--- src/rtl/decode_queue.sv ---
// RV32I decode stage: fetched instructions are decoded on accept and held in a
// circular queue whose head is offered to issue via valid/ready.
module decode_queue #(
    parameter  int DEPTH = 4,
    parameter  int PC_W  = 32,
    localparam int PTR_W = $clog2(DEPTH)
) (
    input  logic            clk_in,
    input  logic            rst_in,
    input  logic            rdy_in,
    input  logic            flush_in,
    input  logic            in_valid,
    output logic            in_ready,
    input  logic [31:0]     in_inst,
    input  logic [PC_W-1:0] in_pc,
    input  logic            in_pred,
    output logic            out_valid,
    input  logic            out_ready,
    output logic [4:0]      out_op,
    output logic [4:0]      out_rd,
    output logic [4:0]      out_rs1,
    output logic [4:0]      out_rs2,
    output logic [31:0]     out_imm,
    output logic            out_use_imm,
    output logic            out_branch,
    output logic            out_ls,
    output logic            out_jalr,
    output logic            out_illegal,
    output logic [PC_W-1:0] out_pc,
    output logic            out_pred,
    output logic [PTR_W:0]  count
);

    localparam logic [4:0] OP_ADD  = 5'd0,  OP_SUB  = 5'd1,  OP_SLL  = 5'd2,  OP_SLT  = 5'd3;
    localparam logic [4:0] OP_SLTU = 5'd4,  OP_XOR  = 5'd5,  OP_SRL  = 5'd6,  OP_SRA  = 5'd7;
    localparam logic [4:0] OP_OR   = 5'd8,  OP_AND  = 5'd9,  OP_LUI  = 5'd10, OP_AUIPC = 5'd11;
    localparam logic [4:0] OP_JAL  = 5'd12, OP_JALR = 5'd13, OP_BEQ  = 5'd14, OP_BNE  = 5'd15;
    localparam logic [4:0] OP_BLT  = 5'd16, OP_BGE  = 5'd17, OP_BLTU = 5'd18, OP_BGEU = 5'd19;
    localparam logic [4:0] OP_LB   = 5'd20, OP_LH   = 5'd21, OP_LW   = 5'd22, OP_LBU  = 5'd23;
    localparam logic [4:0] OP_LHU  = 5'd24, OP_SB   = 5'd25, OP_SH   = 5'd26, OP_SW   = 5'd27;

    typedef struct packed {
        logic [4:0]      op;
        logic [4:0]      rd;
        logic [4:0]      rs1;
        logic [4:0]      rs2;
        logic [31:0]     imm;
        logic            use_imm;
        logic            branch;
        logic            ls;
        logic            jalr;
        logic            illegal;
        logic [PC_W-1:0] pc;
        logic            pred;
    } entry_t;

    entry_t             mem_q [DEPTH];
    entry_t             ent_d;
    logic [PTR_W-1:0]   head_q, head_d, tail_q, tail_d;
    logic [PTR_W:0]     count_q, count_d;
    logic               full, enq, deq, ill;

    logic [6:0]  opc;
    logic [2:0]  f3;
    logic [6:0]  f7;
    logic [31:0] imm_i, imm_s, imm_b, imm_u, imm_j, imm_sh;

    assign opc    = in_inst[6:0];
    assign f3     = in_inst[14:12];
    assign f7     = in_inst[31:25];
    assign imm_i  = {{20{in_inst[31]}}, in_inst[31:20]};
    assign imm_s  = {{20{in_inst[31]}}, in_inst[31:25], in_inst[11:7]};
    assign imm_b  = {{19{in_inst[31]}}, in_inst[31], in_inst[7], in_inst[30:25], in_inst[11:8], 1'b0};
    assign imm_u  = {in_inst[31:12], 12'b0};
    assign imm_j  = {{11{in_inst[31]}}, in_inst[31], in_inst[19:12], in_inst[20], in_inst[30:21], 1'b0};
    assign imm_sh = {27'b0, in_inst[24:20]};

    always_comb begin
        ent_d = '0;
        ill   = 1'b0;
        case (opc)
            7'b0110011: begin
                ent_d.rd  = in_inst[11:7];
                ent_d.rs1 = in_inst[19:15];
                ent_d.rs2 = in_inst[24:20];
                if (f7 == 7'b0100000 && f3 == 3'b000)      ent_d.op = OP_SUB;
                else if (f7 == 7'b0100000 && f3 == 3'b101) ent_d.op = OP_SRA;
                else if (f7 != 7'b0000000)                 ill = 1'b1;
                else begin
                    case (f3)
                        3'b000:  ent_d.op = OP_ADD;
                        3'b001:  ent_d.op = OP_SLL;
                        3'b010:  ent_d.op = OP_SLT;
                        3'b011:  ent_d.op = OP_SLTU;
                        3'b100:  ent_d.op = OP_XOR;
                        3'b101:  ent_d.op = OP_SRL;
                        3'b110:  ent_d.op = OP_OR;
                        default: ent_d.op = OP_AND;
                    endcase
                end
            end
            7'b0010011: begin
                ent_d.rd      = in_inst[11:7];
                ent_d.rs1     = in_inst[19:15];
                ent_d.use_imm = 1'b1;
                ent_d.imm     = imm_i;
                case (f3)
                    3'b000:  ent_d.op = OP_ADD;
                    3'b010:  ent_d.op = OP_SLT;
                    3'b011:  ent_d.op = OP_SLTU;
                    3'b100:  ent_d.op = OP_XOR;
                    3'b110:  ent_d.op = OP_OR;
                    3'b111:  ent_d.op = OP_AND;
                    3'b001: begin
                        ent_d.op  = OP_SLL;
                        ent_d.imm = imm_sh;
                        ill       = (f7 != 7'b0000000);
                    end
                    default: begin
                        // funct7 covers inst[25], so a set bit 25 lands here as illegal
                        ent_d.op  = (f7 == 7'b0100000) ? OP_SRA : OP_SRL;
                        ent_d.imm = imm_sh;
                        ill       = (f7 != 7'b0000000) && (f7 != 7'b0100000);
                    end
                endcase
            end
            7'b0000011: begin
                ent_d.rd      = in_inst[11:7];
                ent_d.rs1     = in_inst[19:15];
                ent_d.imm     = imm_i;
                ent_d.use_imm = 1'b1;
                ent_d.ls      = 1'b1;
                case (f3)
                    3'b000:  ent_d.op = OP_LB;
                    3'b001:  ent_d.op = OP_LH;
                    3'b010:  ent_d.op = OP_LW;
                    3'b100:  ent_d.op = OP_LBU;
                    3'b101:  ent_d.op = OP_LHU;
                    default: ill = 1'b1;
                endcase
            end
            7'b0100011: begin
                ent_d.rs1     = in_inst[19:15];
                ent_d.rs2     = in_inst[24:20];
                ent_d.imm     = imm_s;
                ent_d.use_imm = 1'b1;
                ent_d.ls      = 1'b1;
                case (f3)
                    3'b000:  ent_d.op = OP_SB;
                    3'b001:  ent_d.op = OP_SH;
                    3'b010:  ent_d.op = OP_SW;
                    default: ill = 1'b1;
                endcase
            end
            7'b1100011: begin
                ent_d.rs1    = in_inst[19:15];
                ent_d.rs2    = in_inst[24:20];
                ent_d.imm    = imm_b;
                ent_d.branch = 1'b1;
                case (f3)
                    3'b000:  ent_d.op = OP_BEQ;
                    3'b001:  ent_d.op = OP_BNE;
                    3'b100:  ent_d.op = OP_BLT;
                    3'b101:  ent_d.op = OP_BGE;
                    3'b110:  ent_d.op = OP_BLTU;
                    3'b111:  ent_d.op = OP_BGEU;
                    default: ill = 1'b1;
                endcase
            end
            7'b0110111, 7'b0010111: begin
                ent_d.op      = opc[5] ? OP_LUI : OP_AUIPC;
                ent_d.rd      = in_inst[11:7];
                ent_d.imm     = imm_u;
                ent_d.use_imm = 1'b1;
            end
            7'b1101111: begin
                ent_d.op      = OP_JAL;
                ent_d.rd      = in_inst[11:7];
                ent_d.imm     = imm_j;
                ent_d.use_imm = 1'b1;
            end
            7'b1100111: begin
                ent_d.op      = OP_JALR;
                ent_d.rd      = in_inst[11:7];
                ent_d.rs1     = in_inst[19:15];
                ent_d.imm     = imm_i;
                ent_d.use_imm = 1'b1;
                ent_d.jalr    = 1'b1;
                ill           = (f3 != 3'b000);
            end
            7'b0001111: begin
                ent_d.op      = OP_ADD;
                ent_d.use_imm = 1'b1;
            end
            default: ill = 1'b1;
        endcase
        // Illegal entries collapse to a bare ADD x0 so issue never acts on stray fields.
        if (ill) begin
            ent_d         = '0;
            ent_d.illegal = 1'b1;
        end
        ent_d.pc   = in_pc;
        ent_d.pred = in_pred;
    end

    assign full      = (count_q == (PTR_W+1)'(DEPTH));
    assign in_ready  = !full && rdy_in;
    assign out_valid = (count_q != '0);
    assign enq       = in_valid && in_ready && !flush_in;
    assign deq       = out_valid && out_ready && rdy_in && !flush_in;

    always_comb begin
        head_d  = head_q;
        tail_d  = tail_q;
        count_d = count_q;
        if (rdy_in) begin
            if (flush_in) begin
                head_d  = '0;
                tail_d  = '0;
                count_d = '0;
            end else begin
                head_d  = head_q + PTR_W'(deq);
                tail_d  = tail_q + PTR_W'(enq);
                count_d = count_q + (PTR_W+1)'(enq) - (PTR_W+1)'(deq);
            end
        end
    end

    always_ff @(posedge clk_in or negedge rst_in) begin
        if (!rst_in) begin
            head_q  <= '0;
            tail_q  <= '0;
            count_q <= '0;
        end else begin
            head_q  <= head_d;
            tail_q  <= tail_d;
            count_q <= count_d;
        end
    end

    always_ff @(posedge clk_in) begin
        if (enq) mem_q[tail_q] <= ent_d;
    end

    assign out_op      = mem_q[head_q].op;
    assign out_rd      = mem_q[head_q].rd;
    assign out_rs1     = mem_q[head_q].rs1;
    assign out_rs2     = mem_q[head_q].rs2;
    assign out_imm     = mem_q[head_q].imm;
    assign out_use_imm = mem_q[head_q].use_imm;
    assign out_branch  = mem_q[head_q].branch;
    assign out_ls      = mem_q[head_q].ls;
    assign out_jalr    = mem_q[head_q].jalr;
    assign out_illegal = mem_q[head_q].illegal;
    assign out_pc      = mem_q[head_q].pc;
    assign out_pred    = mem_q[head_q].pred;
    assign count       = count_q;

endmodule
--- config.mk ---
export PLATFORM = sky130hd
export DESIGN_NAME = decode_queue
export DESIGN_NICKNAME = d
export VERILOG_FILES = /design/src/rtl/decode_queue.sv
export SDC_FILE = /design/constraint.sdc
export NUM_CORES = 1
export LEC_CHECK = 0
export ABC_AREA = 0
export BUFFER_PORTS_ARGS = -buffer_cell sky130_fd_sc_hd__buf_2
export CORE_MARGIN = 5
export CORE_UTILIZATION = 45
export DETAILED_ROUTE_END_ITERATION = 12
export GPL_TIMING_DRIVEN = 0
export HOLD_SLACK_MARGIN = 0.12
export PLACE_DENSITY = 0.66
export SLEW_MARGIN = 20
export SYNTH_ARGS = -nofsm -noshare
export SYNTH_HDL_FRONTEND = slang
export SYNTH_SLANG_ARGS = --single-unit
export TNS_END_PERCENT = 20
--- constraint.sdc ---
create_clock -name clk_in -period 8.1 [get_ports clk_in]
set_clock_uncertainty 0.2 [all_clocks]
set_input_delay 1.215 -clock clk_in [delete_from_list [all_inputs] [get_ports clk_in]]
set_output_delay 1.215 -clock clk_in [all_outputs]
set_load 0.1 [all_outputs]
==> metrics.yaml <==
timing:
  layout_min_cycle_time_ps: 4330
  slew_headroom_pct: 37.2
  tightest_slew_ps: 939
  hold_viol_final: 0
  rsz0062_at_grt: "no"
  finalSetupViolCount: 0
  drv_slew: 0
  fin_ws_ps: 3770
  fin_crit_sh_pct: 53.5
  setup_tns_ps: 0
  fmaxAchievable_ghz: 0.231
cts:
  htreeDepth: 2
  cts-root-buf: "clkbuf_16"
  cts_tree: "done"
  cts_buffer_depth: 3
  cts.clk_slew.worst_paths_ps: 60
  numCtsBuffers: 40
  hold_buffers: 0
  cts_setup_buffers: 0
  clock-sinks: 367
  clock_latency_ps: 530
  cts.repair.resized: 0
run:
  drv_cap: 0
logic_synthesis:
  ys.flop_type: "edfxtp_1"
  synth_area_leaders: "edfxtp_1 73%, mux4_2 14%, dfrtp_1 1.2%, nand2_1 1.2%, nor2_1 0.68%"
  syn_inst: 760
  synth_top_area_cell: "edfxtp_1"
  synth.ff_latch_count: 367
  async_reset_ff_share_pct: 1.91
  yosysTopAreaCellShare_pct: 73.0
  synth_cell_types: 58
  synth_seq_area_share_pct: 74.2
  synth-warning-count: 0
  synth-edff-count: 360
  synth.net_count: 836
  syn-mean-instance-area_um2: 19.5
  netlist_area_mm2: 0.0148
layout:
  drive_gt1_share_pct: 38.9
  final_cell_mix: "360 x edfxtp_1, 180 x buf_2, 90 x mux4_2"
  final_common_cell: "edfxtp_1"
  n_antenna_cell: 0
  final_nets: 1093
  multi_input_area_mm2: 0.00357
  seqCellArea_mm2: 0.0110
  syn_to_final_growth_pct: 21.3
  fillCellCount: 2595
worst_setup_path:
  slowest_delay_ps: 620
  path_max_fanout: 10
  critPathSlowestCell: "clkbuf_1"
  crit_cells: 4
  worstPathRequired_ps: 6680
  crit_path_start_kind: "flip-flop"
  worst-setup-path-type: "reg -> out"
  ff2ff_path_depth: 11
  critPathTopFamily: "buffers and inverters"
  cp_cell_sequence: "clkbuf_1 -> buf_1 -> mux4_2 -> buf_2"
  critPathBufInv: 3
  cp-end-kind: "primary output"
  cp_data_arrival_time_ps: 2910
route:
  post-route-drc-count: 0
  drt_pass1_iterations: 5
  ant_nets: 0
  drt_iter0_drc: 580
  vias_per_cell: 5.45
  via_count: 8127
  wl_per_cell_um: 22.1
  wirelength_um: 32900
grt:
  grt.overflow.total: 0
  grt_pass1_vias: 8393
  antenna_found_initial: 1
  grt_max_degree: 15
  grt_use_total_pct: 18.1
  grt_pass1_wl_um: 50400
floorplan:
  core_area_mm2: 0.0325
  row_count: 66
  start_util_pct: 45.5
  dieArea_mm2: 0.0366
  die_w_um: 191
  ioPinCount: 166
  die_height_um: 191
run_status:
  outcome: "finished, final reports clean"
pwr:
  leakage_nw: 6.28
  irDropWorstVdd_uv: 189
  power_density_mw_per_mm2: 284
placement:
  gp_congestion: 0.892
  dp_slack_ps: 3660
  port_buffers: 164
  place_hpwl_um: 23700
min_path:
  hold_path.class: "in -> async"
layer usage:
| layer | vias to the layer above | global-route usage [%] | wire [um] |
|---|---|---|---|
| li1 | 3644 | - | - |
| met3 | 53 | 4.15 | 2310 |
| met5 | - | 0 | 11 |
| met1 | 4144 | 25.6 | 14400 |
| met4 | 2 | 4.92 | 727 |
| met2 | 284 | 28.6 | 15500 |
registers in the layout, summed over array words and instances (netlist names):
name,count
count,3
tail_q,2
head_q,2
mem_q,360
synth_stat cells, types with 5 or more instances:
cell and number:
nor2_1 27, and2_1 13, a21oi_1 17, nand2_1 46, dfrtp_1 7, a31oi_1 5, nand2b_1 5, buf_2 16
nor3_1 15, o22ai_1 5, clkbuf_1 18, a21oi_2 11, nand3_1 10, a22oi_1 5, nor2b_1 6, and3_1 5
o21ai_0 10, inv_1 18, mux4_2 90, edfxtp_1 360
worst paths after layout:
path	start	end	slack, ps
hold / removal	rst_in	count[1]	320
max in group asynchronous	rst_in	count[0]	7210
min in group clk_in	count[0]	count[0]	400
setup / recovery	head_q[1]	out_imm[13]	3770
setup reg to reg	count[1]	mem_q[0][56]	4890
hold reg to reg	count[0]	count[0]	400
through the flow:
stage / power (mW) / hold slack [ps] / instances / area (um2) / utilization (%)
6_report: 5.09 / 319 / 1491 / 18000 / 55.2
5_1_grt: 5.28 / 298 / 1491 / 18000 / 55.2
4_1_cts: 5.15 / 289 / 1491 / 18000 / 55.2
3_5_place_dp: 3.36 / 397 / 1417 / 16700 / 51.2
3_3_place_gp: 3.36 / 381 / 1366 / 16200 / 49.7
2_1_floorplan: 3.14 / 370 / 760 / 14800 / -
report_power, final:
group	switching [mW]	internal, mW
registers	0.0152	2.12
clock network	0.713	1.08
logic	0.932	0.236
total	1.66	3.43
final cells by class:
cell class	count	share of cell area [%]
Sequential cell	367	61.1
Clock inverter	23	1.33
Clock buffer	51	5.97
Buffer	41	1.14
Multi-Input combinational cell	334	19.9
Timing Repair Buffer	215	7.10
Tap cell	442	3.08
Inverter	18	0.376
logic make-up after synthesis:
group,count (synthesis),synth area share (%)
AND/OR/NAND/NOR,151,5.42
adder cells (fa/ha/maj),5,0.473
XOR/XNOR,2,0.118
buffers and inverters,59,1.83
AO/OA/AOI/OAI,83,4.06
flip-flops,367,74.2
multiplexers,93,13.9
Power figures use the tool's default switching activity.
